$ cat config.mk
export PLATFORM = sky130hd
export DESIGN_NAME = cp0_unit
export DESIGN_NICKNAME = d
export VERILOG_FILES = /design/src/rtl/cp0_unit.sv
export SDC_FILE = /design/constraint.sdc
export NUM_CORES = 1
export LEC_CHECK = 0
export CORE_ASPECT_RATIO = 2
export CORE_MARGIN = 2
export CORE_UTILIZATION = 39
export CTS_CLUSTER_SIZE = 24
export DETAILED_ROUTE_END_ITERATION = 7
export HOLD_SLACK_MARGIN = 0.06
export PLACE_DENSITY_LB_ADDON = 0.12
export SYNTH_ARGS = -nofsm -noshare
export SYNTH_HDL_FRONTEND = slang
export SYNTH_SLANG_ARGS = --single-unit
$ cat constraint.sdc
create_clock -name clk -period 2.55 [get_ports clk]
set_input_delay 0.6375 -clock clk [delete_from_list [all_inputs] [get_ports clk]]
set_output_delay 0.6375 -clock clk [all_outputs]
set_load 0.02 [all_outputs]
$ cat src/rtl/cp0_unit.sv
// Coprocessor-0 exception controller beside the M stage: SR/Cause/EPC/PRId,
// flush request generation for interrupts and exceptions, eret and mtc0 handling.
module cp0_unit #(
  parameter logic [31:0] PRID_VAL   = 32'h2021_0B0A,
  parameter logic [31:0] HANDLER_PC = 32'h0000_4180
) (
  input  logic        clk,
  input  logic        reset,
  input  logic        we,
  input  logic [4:0]  addr,
  input  logic [31:0] din,
  input  logic [31:0] pc_in,
  input  logic        delay_in,
  input  logic [4:0]  EXcode_in,
  input  logic        eret,
  input  logic [5:0]  hw_int,
  output logic        req,
  output logic [31:0] dout,
  output logic [31:0] epc_out
);

  logic [5:0]  im;
  logic        exl;
  logic        ie;
  logic        bd;
  logic [5:0]  ip;
  logic [4:0]  exc_code;
  logic [31:0] epc;

  logic        int_req;
  logic        exc_req;
  logic [31:0] pc_aligned;
  logic [31:0] epc_next;
  logic [31:0] sr_val;
  logic [31:0] cause_val;

  assign int_req    = ie & ~exl & (|(hw_int & im));
  assign exc_req    = ~exl & (EXcode_in != 5'd0);
  assign req        = reset & (int_req | exc_req);

  // A faulting delay-slot instruction restarts at its branch, one word back.
  assign pc_aligned = {pc_in[31:2], 2'b00};
  assign epc_next   = delay_in ? (pc_aligned - 32'd4) : pc_aligned;

  assign sr_val     = {16'h0000, im, 8'h00, exl, ie};
  assign cause_val  = {bd, 15'h0000, ip, 3'b000, exc_code, 2'b00};
  assign epc_out    = epc;

  always_comb begin
    dout = 32'h0000_0000;
    case (addr)
      5'd12:   dout = sr_val;
      5'd13:   dout = cause_val;
      5'd14:   dout = epc;
      5'd15:   dout = PRID_VAL;
      default: dout = 32'h0000_0000;
    endcase
  end

  always_ff @(posedge clk or negedge reset) begin
    if (!reset) begin
      im       <= 6'd0;
      exl      <= 1'b0;
      ie       <= 1'b0;
      bd       <= 1'b0;
      ip       <= 6'd0;
      exc_code <= 5'd0;
      epc      <= 32'h0000_0000;
    end else begin
      ip <= hw_int;
      if (int_req | exc_req) begin
        exl      <= 1'b1;
        bd       <= delay_in;
        exc_code <= int_req ? 5'd0 : EXcode_in;
        epc      <= epc_next;
      end else if (eret) begin
        exl <= 1'b0;
      end else if (we) begin
        case (addr)
          5'd12: begin
            im  <= din[15:10];
            exl <= din[1];
            ie  <= din[0];
          end
          5'd14:   epc <= din;
          default: ;
        endcase
      end
    end
  end

  // Bits with no storage behind them, and the handler address the pipeline uses.
  logic unused_bits;
  assign unused_bits = ^{pc_in[1:0], din[31:16], din[9:2], HANDLER_PC};

endmodule

==> results.cfg <==
[yosys]
synth_area_leaders = dfrtp_1 37%, mux2i_1 11%, o31ai_1 5.5%
ys_seq_elements = 52
synth_warnings = 0
synthCells = 386
syn_area_mm2 = 0.00355
syn_avg_cell_area_um2 = 9.21
synth_top_area_cell = dfrtp_1
synth_top_area_share_pct = 36.6
ys_types = 43
ys_seq_area_share_pct = 36.6
syn_nets = 472

[sta]
hold_ws_ns = 0.479
hold_viol_final = 0
slew_violations = 0
post-route-period-util_pct = 99.4
slew-limit-headroom_pct = 53.9
fmax_mhz = 395
fin_ws_ns = 0.0163
skew_ns = 0.00567
rsz0062_at_grt = true
period_needed_ns = 2.53
setup_viol_count_final = 0
worst_pin_slew_ns = 0.692

[pwr]
p_per_area_mw_per_mm2 = 737
vdd_drop_max_uv = 358
p_leak_uw = 0.00251

[floorplan]
initial_utilization_pct = 39.7
die_w_um = 71.5
core_area_mm2 = 0.00895
num_rows = 49
io_pins = 150
die_area_mm2 = 0.00994
die_height_um = 139

[clock_network]
clk_pin_slew_ns = 0.07
htreeDepth = 2
clock_tree.buffer_depth = 2
clockRootBuffer = clkbuf_16
worstSkewPairLatency_ns = 0.30
clock_sinks = 52
cts_buffers = 5
cts_tree = yes

[drt]
drt_iter0_drc = 215
detail-route-antenna-nets = 0
drtPass1Iterations = 4
drc = 0
routed_wl_um = 14000
via_per_inst = 5.89
wl_per_cell_um = 20.1
vias = 4110

[cells_and_area]
nets = 680
final_core_util_pct = 65.0
design_area_mm2 = 0.00582
final_cells = 698
drive_gt1_share_pct = 27.2
areaGrowthSynthToFinish_pct = 63.7

[worst_setup_path]
cp.arrival_ns = 1.90
crit_fanout = 2
rr_startpoint = im[1]
timing.rr.end = im[3]
cp.required_ns = 1.91
cp-end-kind = primary output
ff2ff_setup_slack_ns = 0.50
r2r_cells = 7
worstSetupPathType = in2out
critPathLaunchType = primary input

[placement]
place_ws_ns = -0.701
placed_area_mm2 = 0.00567
port_buffers = 147
dp.cells = 683
routabilityCongestion = 0.905
dp_hpwl_um = 11300

[grt]
antenna_found_initial = 1
overflow = 0
grt_max_degree = 53
grt_pass1_vias = 4232
grt_util_all_layers_pct = 28.2
grt_first_pass_wirelength_um = 21800

[job]
drv_cap = 0

[worst_hold_path]
hp-class = in2async

[status]
outcome = completed
==> synth_stat cells (all sizes together) <==
cell type	number
nand3b	1
nor4bb	15
and2	1
a211oi	1
ha	1
and3	13
mux2i	38
and4bb	1
nor2b	5
nor4b	2
or2	2
mux2	8
xor2	8
a21oi	8
nand4b	2
inv	3
dfrtp	52
a31oi	16
nor4	7
a311oi	1
nand2b	2
o41ai	1
nand4	20
and3b	1
or4b	2
a22oi	8
o31ai	26
or3	7
clkbuf	26
buf	8
xnor2	6
nand3	4
a32o	1
nor2	38
a21o	5
nor3b	5
nand2	9
nor3	9
o21ai	7
or4	16
==> per-stage QoR <==
| step | TNS, ns | power [uW] |
|---|---|---|
| final | 0 | 4290 |
| after global placement | -21.12 | 3550 |
| after global routing | -0.00971 | 4490 |
| after CTS | -0.384 | 4300 |
| after detailed placement | -22.86 | 3590 |
| after floorplan | 0 | 2450 |
==> final cells by class <==
cell class,instances,area (um^2)
Clock inverter,1,7.51
Antenna cell,1,2.50
Fill cell,803,3130
Multi-Input combinational cell,297,2190
Timing Repair Buffer,235,2040
Clock buffer,7,143
Inverter,3,11.3
Tap cell,102,128
Sequential cell,52,1300
==> critical path: stages <==
cell and delay, ns:
clkdlybuf4s50_1 0.45, nor2_2 0.14, a21oi_2 0.08, or2_4 0.27, and2_1 0.16, buf_4 0.15
==> cells by family (layout without fill, tap and decap cells) <==
kind of cell	count (synthesis)	in the layout	share of synthesized area (%)
AOI/OAI and AO/OA	74	74	14.2
xor gates and xnor gates	14	14	3.45
adders and majority gates	1	1	0.352
buffers and inverters	37	246	4.05
DFF	52	52	36.6
muxes	46	46	13.2
other	0	1	0
and+or+nand+nor	162	162	28.1
==> how the worst max path moves through the flow <==
stage,slack (ns),to,startpoint
3_5_place_dp,-0.70,req,hw_int[1]
3_3_place_gp,-0.72,req,hw_int[1]
4_1_cts,-0.07,dout[25],addr[2]
5_1_grt,-0.01,req,EXcode_in[4]
2_1_floorplan,0.07,dout[18],addr[0]
6_report,0.02,req,EXcode_in[4]
==> routing by layer <==
| metal | share of wire [%] | GRT usage (%) |
|---|---|---|
| met1 | 35 | 29.1 |
| met5 | 0 | 0 |
| met2 | 56 | 52.8 |
| met4 | 5.0 | 15.0 |
| met3 | 4.0 | 3.49 |
==> state kept, by name (all words and copies together) (netlist names) <==
name,count
bd,1
epc_out,32
ie,1
ip,6
im,6
exl,1
exc_code,5
==> cell usage in the layout (no fill, tap or decap), drive strengths merged, types with 2 or more instances in the layout <==
| cell type | instances |
|---|---|
| nor3 | 9 |
| mux2i | 38 |
| nand3 | 4 |
| nor2b | 5 |
| buf | 114 |
| xnor2 | 6 |
| or4 | 16 |
| dlymetal6s2s | 5 |
| nor3b | 5 |
| o31ai | 26 |
| dfrtp | 52 |
| clkdlybuf4s50 | 97 |
| a22oi | 8 |
| nand2b | 2 |
| nand4b | 2 |
| a31oi | 16 |
| inv | 3 |
| or4b | 2 |
| nand4 | 20 |
| nor4bb | 15 |
| nor4 | 7 |
| xor2 | 8 |
| nor4b | 2 |
| and3 | 13 |
| or3 | 7 |
| o21ai | 7 |
| dlygate4sd2 | 10 |
| a21o | 5 |
| nor2 | 38 |
| nand2 | 9 |
| clkbuf | 13 |
| a21oi | 8 |
| or2 | 2 |
| mux2 | 8 |
| clkdlybuf4s15 | 3 |
==> timing repair <==
item | in CTS | in global routing
resized for setup | 131 | 41
hold buffers | 0 | 0
endpoints found under the hold margin | 0 | 0
setup buffers | 2 | 4
endpoints found under the setup margin | 43 | 36
pin swaps | 10 | 6
==> report_power, final <==
part / internal, uW / switching (uW)
Combinational: 1080 / 1070
Clock: 392 / 305
Sequential: 1150 / 296
No activity file was read; power rests on OpenSTA's default activity.
